===== src/rtl/video_timing_gen.sv =====
// Raster timing generator: free-running h/v counters with registered sync, blank,
// pixel coordinates, linear active-pixel index and a frame-start pulse.
module video_timing_gen #(
    parameter int H_ACTIVE = 800,
    parameter int H_FP     = 40,
    parameter int H_SYNC   = 128,
    parameter int H_BP     = 88,
    parameter int V_ACTIVE = 600,
    parameter int V_FP     = 1,
    parameter int V_SYNC   = 4,
    parameter int V_BP     = 23,
    parameter bit HS_POL   = 1'b1,
    parameter bit VS_POL   = 1'b1,
    parameter int POS_W    = 20
) (
    input  logic             i_clk,
    input  logic             i_rst_n,
    input  logic             i_en,
    output logic             o_hsync,
    output logic             o_vsync,
    output logic             o_blank,
    output logic [10:0]      o_pixel_x,
    output logic [9:0]       o_pixel_y,
    output logic [POS_W-1:0] o_pixel_pos,
    output logic             o_frame_start
);

    localparam int H_TOTAL = H_ACTIVE + H_FP + H_SYNC + H_BP;
    localparam int V_TOTAL = V_ACTIVE + V_FP + V_SYNC + V_BP;

    localparam logic [10:0] H_ACT_C  = 11'(H_ACTIVE);
    localparam logic [10:0] HS_START = 11'(H_ACTIVE + H_FP);
    localparam logic [10:0] HS_END   = 11'(H_ACTIVE + H_FP + H_SYNC);
    localparam logic [10:0] H_LAST   = 11'(H_TOTAL - 1);
    localparam logic [9:0]  V_ACT_C  = 10'(V_ACTIVE);
    localparam logic [9:0]  VS_START = 10'(V_ACTIVE + V_FP);
    localparam logic [9:0]  VS_END   = 10'(V_ACTIVE + V_FP + V_SYNC);
    localparam logic [9:0]  V_LAST   = 10'(V_TOTAL - 1);

    logic [10:0]      h_cnt_reg;
    logic [9:0]       v_cnt_reg;
    logic [POS_W-1:0] pos_cnt_reg;
    logic [POS_W-1:0] pos_cur;
    logic             h_last;
    logic             v_last;
    logic             origin;
    logic             active;
    logic             hs_on;
    logic             vs_on;

    always_comb begin
        h_last  = (h_cnt_reg == H_LAST);
        v_last  = (v_cnt_reg == V_LAST);
        origin  = (h_cnt_reg == 11'd0) && (v_cnt_reg == 10'd0);
        active  = (h_cnt_reg < H_ACT_C) && (v_cnt_reg < V_ACT_C);
        hs_on   = (h_cnt_reg >= HS_START) && (h_cnt_reg < HS_END);
        vs_on   = (v_cnt_reg >= VS_START) && (v_cnt_reg < VS_END);
        // The running index restarts at the frame origin, so pixel (0,0) shows 0.
        pos_cur = origin ? '0 : pos_cnt_reg;
    end

    always_ff @(posedge i_clk or negedge i_rst_n) begin
        if (!i_rst_n) begin
            h_cnt_reg   <= '0;
            v_cnt_reg   <= '0;
            pos_cnt_reg <= '0;
        end else if (i_en) begin
            h_cnt_reg <= h_last ? 11'd0 : h_cnt_reg + 11'd1;
            if (h_last) begin
                v_cnt_reg <= v_last ? 10'd0 : v_cnt_reg + 10'd1;
            end
            pos_cnt_reg <= active ? pos_cur + POS_W'(1) : pos_cur;
        end
    end

    always_ff @(posedge i_clk or negedge i_rst_n) begin
        if (!i_rst_n) begin
            o_hsync       <= ~HS_POL;
            o_vsync       <= ~VS_POL;
            o_blank       <= 1'b1;
            o_pixel_x     <= '0;
            o_pixel_y     <= '0;
            o_pixel_pos   <= '0;
            o_frame_start <= 1'b0;
        end else if (i_en) begin
            o_hsync       <= hs_on ? HS_POL : ~HS_POL;
            o_vsync       <= vs_on ? VS_POL : ~VS_POL;
            o_blank       <= ~active;
            o_pixel_x     <= h_cnt_reg;
            o_pixel_y     <= v_cnt_reg;
            o_pixel_pos   <= active ? pos_cur : '0;
            o_frame_start <= origin;
        end
    end

endmodule


===== config.mk =====
export PLATFORM = sky130hd
export DESIGN_NAME = video_timing_gen
export DESIGN_NICKNAME = d
export VERILOG_FILES = /design/src/rtl/video_timing_gen.sv
export SDC_FILE = /design/constraint.sdc
export NUM_CORES = 1
export LEC_CHECK = 0
export ABC_AREA = 1
export BUFFER_PORTS_ARGS = -buffer_cell sky130_fd_sc_hd__buf_2
export CAP_MARGIN = 20
export CORE_MARGIN = 5
export CORE_UTILIZATION = 55
export CTS_CLUSTER_DIAMETER = 150
export DETAILED_ROUTE_END_ITERATION = 12
export PLACE_DENSITY = 0.76
export SLEW_MARGIN = 40
export SYNTH_ARGS = -nofsm -noshare
export SYNTH_HDL_FRONTEND = slang
export SYNTH_SLANG_ARGS = --single-unit

===== constraint.sdc =====
create_clock -name i_clk -period 3 [get_ports i_clk]
set_input_delay 0.6 -clock i_clk [delete_from_list [all_inputs] [get_ports i_clk]]
set_output_delay 0.6 -clock i_clk [all_outputs]
set_load 0.01 [all_outputs]

==> results of run 1 <==
==> placed cells by master (no fill, tap or decap), types with 8 or more instances in the layout <==
| master | synthesis | final |
|---|---|---|
| a32o_1 | 11 | 11 |
| buf_2 | 4 | 46 |
| clkbuf_8 | 0 | 10 |
| dfrtp_1 | 85 | 85 |
| ha_1 | 8 | 8 |
| inv_1 | 65 | 64 |
| inv_2 | 9 | 10 |
| nand2_1 | 116 | 116 |
| nand3_1 | 30 | 30 |
| nand4_1 | 9 | 9 |
| nor2_1 | 45 | 45 |
| nor3_1 | 10 | 10 |
| o21ai_0 | 36 | 36 |
| xor2_1 | 14 | 14 |
==> area by class of cell <==
type,count,area (um^2),area share [%]
clock buffers,12,135,2.81
clock inverters,4,72.6,1.51
inverters,75,282,5.84
multi-input cells,328,1780,37.0
flip-flops and latches,86,2150,44.7
well taps,102,128,2.65
repair buffers,50,267,5.53
==> report_power, final <==
part	switching [W]	internal, W	total, W	leakage (nW)
registers	0.000143	0.00131	0.00146	1.09
clock network	0.000407	0.000469	0.000877	0.101
logic	0.000337	0.000188	0.000525	1.29
total	0.000888	0.00197	0.00286	2.48
==> metal layers <==
| metal | share of wire [%] | GRT usage, % | vias to the layer above |
|---|---|---|---|
| met2 | 45 | 29.8 | 82 |
| li1 | - | - | 1698 |
| met4 | 1.6 | 6.93 | 0 |
| met1 | 47 | 29.0 | 1644 |
| met5 | 0 | 0 | - |
| met3 | 5.6 | 4.81 | 16 |
==> worst paths after layout <==
kind | endpoint | depth (start not counted) | slack [ns]
setup / recovery | pos_cnt_reg[16]$_DFFE_PN0P_ | 11 | 0.59
max in group asynchronous | v_cnt_reg[7]$_DFFE_PN0P_ | 1 | 2.24
hold reg to reg | o_pixel_pos[0]$_DFFE_PN0P_ | 2 | 0.47
hold / removal | o_pixel_x[6]$_DFFE_PN0P_ | 1 | 0.25
setup reg to reg | pos_cnt_reg[16]$_DFFE_PN0P_ | 11 | 0.59
min in group i_clk | o_pixel_pos[0]$_DFFE_PN0P_ | 2 | 0.47
==> cells by family after synthesis <==
group,Yosys count,share of synthesized area [%]
DFF,86,49.9
buffers and inverters,92,8.92
AOI/OAI and AO/OA,61,8.57
and+or+nand+nor,242,26.9
adders and majority gates,8,2.32
xor gates and xnor gates,17,3.45
==> critical path, delay by kind of cell, from the launching register on <==
family	cells	cell delay, ns
buffers and inverters	3	0.64
and+or+nand+nor	8	1.31
DFF	1	0.41
==> stage by stage <==
stage                     util [%]  power (W)  setup WS (ns)  hold slack (ns)  cell area, um^2
after detailed placement      59.9    0.00200          0.587            0.455             4610
after CTS                     62.6    0.00287          0.621            0.321             4810
after floorplan                  -    0.00180          0.644            0.304             4320
final                         62.7    0.00286          0.586            0.247             4820
after global placement        59.9    0.00198          0.648            0.452             4600
after global routing          62.7    0.00303          0.336            0.338             4820
==> impl_metrics.tcl, run 1 <==
set metrics [dict create \
    status "finished clean" \
    maxCapViolations 0 \
    maxSlewViolCount 0 \
    ys_seq_elements 86 \
    coreArea_mm2 0.00769 \
    worstSetupStartpoint "v_cnt_reg[9]$_DFFE_PN0P_" \
    yosysWarnings 0 \
    cts_hold_buf 0 \
    nFillCells 688 \
    synth_area_leaders "dfrtp_1, nand2_1, inv_1" \
    overflow 0 \
    drcViolationCount 0 \
    finalCritPeriodShare_pct 80.5 \
    synth_edf_count 0 \
    cts_num_sinks 86 \
    initialDrtViolationCount 169 \
    drive_gt1_share_pct 18.6 \
    syn-num-nets 517 \
    io_buffers 47 \
    finalSetupViolCount 0 \
    cp-start-kind "register" \
    cts-htree-levels 3 \
    grt_pass1_wl_um 15700 \
    critical_path.max_fanout 13 \
    synth.largest_area_cell "dfrtp_1" \
    slew_headroom_pct 54.9 \
    worst_pin_slew_ns 0.677 \
    clk_pin_slew_worst_paths_ns 0.09 \
    cts_buffers 9 \
    first_pass_iters 4 \
    dieArea_mm2 0.00972 \
    placementRows 32 \
    synth.avg_cell_area_um2 8.54 \
    grt_start_max_net_pins 87 \
    criticalPathCategory "register to register" \
    groute.usage.overall_pct 20.1 \
    start_util_pct 56.2 \
    grt_pass1_vias 3255 \
    die_w_um 98.6 \
    cp.required_ns 3.30 \
    syn_to_final_growth_pct 11.5 \
    hold_path.class "input port to asynchronous set/reset pin" \
    drt-total-wl_um 9140 \
    end_kind "register" \
    synth_area_mm2 0.00432 \
    synth_most_common_cell "nand2_1" \
    seq_area_frac_synth_pct 49.9 \
    reg2reg_from "v_cnt_reg[9]$_DFFE_PN0P_" \
    power.leakage_nw 2.48 \
    fp.dieH_um 98.6 \
    hpwl_um 6610 \
    syn_inst 506 \
    ys.flop_type "dfrtp_1" \
    place_congestion 0.864 \
    routed-via-count 3440 \
    wl_per_cell_um 13.9 \
    clk_latency_ns 0.36 \
    instances_no_fill 657 \
    setup-tns-final_ns 0 \
    hold_violations 0 \
    nNetsFinal 561 \
    slowest_stage "dfrtp_1" \
    fin_crit_ns 2.41 \
    ant_nets 0 \
    ir_drop_mv 0.389 \
    critPathMaxStageDelay_ns 0.41 \
    synthArstFlopShare_pct 100 \
    clock_skew_ns 0.0121 \
    pwr_density_cell_mw_per_mm2 594 \
    via_per_inst 5.24 \
    path_cells "inv_1 -> nor2_1 -> nor2_1 -> nand3_1 -> inv_2 -> nand3b_2 -> nor2_4 -> nand3_1 -> nand2_1 -> nand2_1 -> inv_1" \
    max_freq_mhz 414 \
    clockBufferDepth 2 \
    yosysTopAreaCellShare_pct 49.2 \
    ys_types 38 \
    pin_count 48 \
    rsz0062_at_grt "no" \
    ys_top_cells_by_count "nand2_1, dfrtp_1, inv_1, nor2_1, o21ai_0" \
    cts_tree "yes" \
    n_antenna_cell 0 \
    antenna_found_initial 0 \
    dp.cells 641 \
    cts_resized 0 \
    cts-root-buf "clkbuf_8" \
    arrival_ns 2.71 \
    postCtsSetupBuffers 0 \
]
Power figures use the tool's default switching activity.
==> run 2: changes to the inputs <==
- CORE_UTILIZATION: 55 -> 53
- clock period: 3 -> 2.2 ns (I/O delays scaled with it)
==> impl_metrics.tcl, run 2 (synthesis gave the netlist of run 1 again) <==
set metrics [dict create \
    clockBufferDepth 2 \
    holdWs_ns 0.0410 \
    syn_to_final_growth_pct 14.1 \
    status "finished clean" \
    die_w_um 100 \
    grt_pass1_vias 3446 \
    drive_gt1_share_pct 23.1 \
    slew_headroom_pct 64.5 \
    cts_num_sinks 86 \
    groute.usage.overall_pct 20.2 \
    cp-start-kind "register" \
    cts_tree "yes" \
    cts_hold_buf 0 \
    first_pass_iters 4 \
    pwr_density_cell_mw_per_mm2 759 \
    maxSlewViolCount 0 \
    clk_pin_slew_worst_paths_ns 0.09 \
    ir_drop_mv 0.503 \
    criticalPathCategory "register to register" \
    wl_per_cell_um 14.0 \
    via_per_inst 5.21 \
    place_congestion 0.948 \
    ant_nets 0 \
    arrival_ns 2.32 \
    routed-via-count 3503 \
    max_freq_mhz 488 \
    hpwl_um 6850 \
    placementRows 33 \
    start_util_pct 53.4 \
    clk_latency_ns 0.37 \
    coreArea_mm2 0.00809 \
    end_kind "register" \
    finalCritPeriodShare_pct 93.2 \
    critical_path.max_fanout 11 \
    n_antenna_cell 0 \
    power.leakage_nw 2.53 \
    layout_common_cells "nand2_1, dfrtp_1, inv_1, buf_2, nor2_1" \
    total_power_w 0.00374 \
    worst_pin_slew_ns 0.533 \
    cts-root-buf "clkbuf_8" \
    maxCapViolations 0 \
    final_common_cell "nand2_1" \
    cts-htree-levels 3 \
    overflow 0 \
    hold_violations 0 \
    drcViolationCount 0 \
    rsz0062_at_grt "no" \
    antenna_found_initial 0 \
    grt_start_max_net_pins 46 \
    fin_crit_ns 2.05 \
    dieArea_mm2 0.0101 \
    pin_count 48 \
    finalSetupViolCount 0 \
    hold_path.class "input port to asynchronous set/reset pin" \
    nNetsFinal 574 \
    initialDrtViolationCount 200 \
    io_buffers 47 \
    cp.required_ns 2.47 \
    ff2ff_path_depth 13 \
    drt-total-wl_um 9420 \
    clock_skew_ns 0.00570 \
    cts_buffers 9 \
    post-route-util_pct 60.9 \
    fp.dieH_um 100 \
    grt_pass1_wl_um 16300 \
]
==> run 2: layer usage <==
layer	vias to the layer above	share of wire, %	GRT usage [%]
li1	1733	-	-
met1	1682	47	28.4
met2	70	46	30.8
met3	18	4.3	3.61
met4	0	2.4	8.91
met5	-	0	0
==> run 2: repair_timing <==
| action | in CTS | in global routing |
|---|---|---|
| buffers inserted | 0 | 4 |
| setup endpoints to repair | 0 | 15 |
| gates resized for setup | 0 | 11 |
==> run 2: final timing paths <==
path                                             from                     endpoint  slack [ns]
min in group i_clk                               i_en          o_blank$_DFFE_PN1P_        0.43
max in group asynchronous                     i_rst_n   pos_cnt_reg[4]$_DFFE_PN0P_        1.53
setup reg to reg             v_cnt_reg[1]$_DFFE_PN0P_  pos_cnt_reg[17]$_DFFE_PN0P_        0.15
hold / removal                                i_rst_n     o_pixel_y[5]$_DFFE_PN0P_        0.04
setup / recovery             v_cnt_reg[1]$_DFFE_PN0P_  pos_cnt_reg[17]$_DFFE_PN0P_        0.15
hold reg to reg            o_pixel_pos[0]$_DFFE_PN0P_   o_pixel_pos[0]$_DFFE_PN0P_        0.48
==> run 2: cell type report <==
type	count	area, um^2
Inverter	75	282
Fill cell	733	3160
Timing Repair Buffer	62	375
Tap cell	105	131
Clock inverter	6	38.8
Sequential cell	86	2150
Clock buffer	10	128
Multi-Input combinational cell	329	1820
==> run 2: per-stage QoR <==
step	instances	worst slack, ns	cell area, um^2	TNS (ns)
CTS	668	0.0695	4870	0
global placement	652	0.155	4700	0
floorplan	506	-0.00196	4340	-0.00196
global route	673	0.00520	4930	0
finish	673	0.150	4930	0
detailed placement	652	0.0865	4700	0
==> run 2: critical path, stage by stage (launching register included) <==
cell and delay, ns:
dfrtp_1 0.41, inv_2 0.08, ha_1 0.18, nand3_1 0.09, nor2_2 0.06, nand3_4 0.11, buf_4 0.21, nand3_1 0.14
nor2_2 0.17, nand2_2 0.12, nor2_2 0.18, nand3_1 0.09, nand2_1 0.07, inv_1 0.04
==> run 2: power breakdown <==
| part | internal [W] | total [W] | switching, W |
|---|---|---|---|
| clock | 0.000406 | 0.000983 | 0.000577 |
| sequential | 0.00179 | 0.00198 | 0.000190 |
| combinational | 0.000294 | 0.000773 | 0.000479 |
| total | 0.00249 | 0.00374 | 0.00125 |
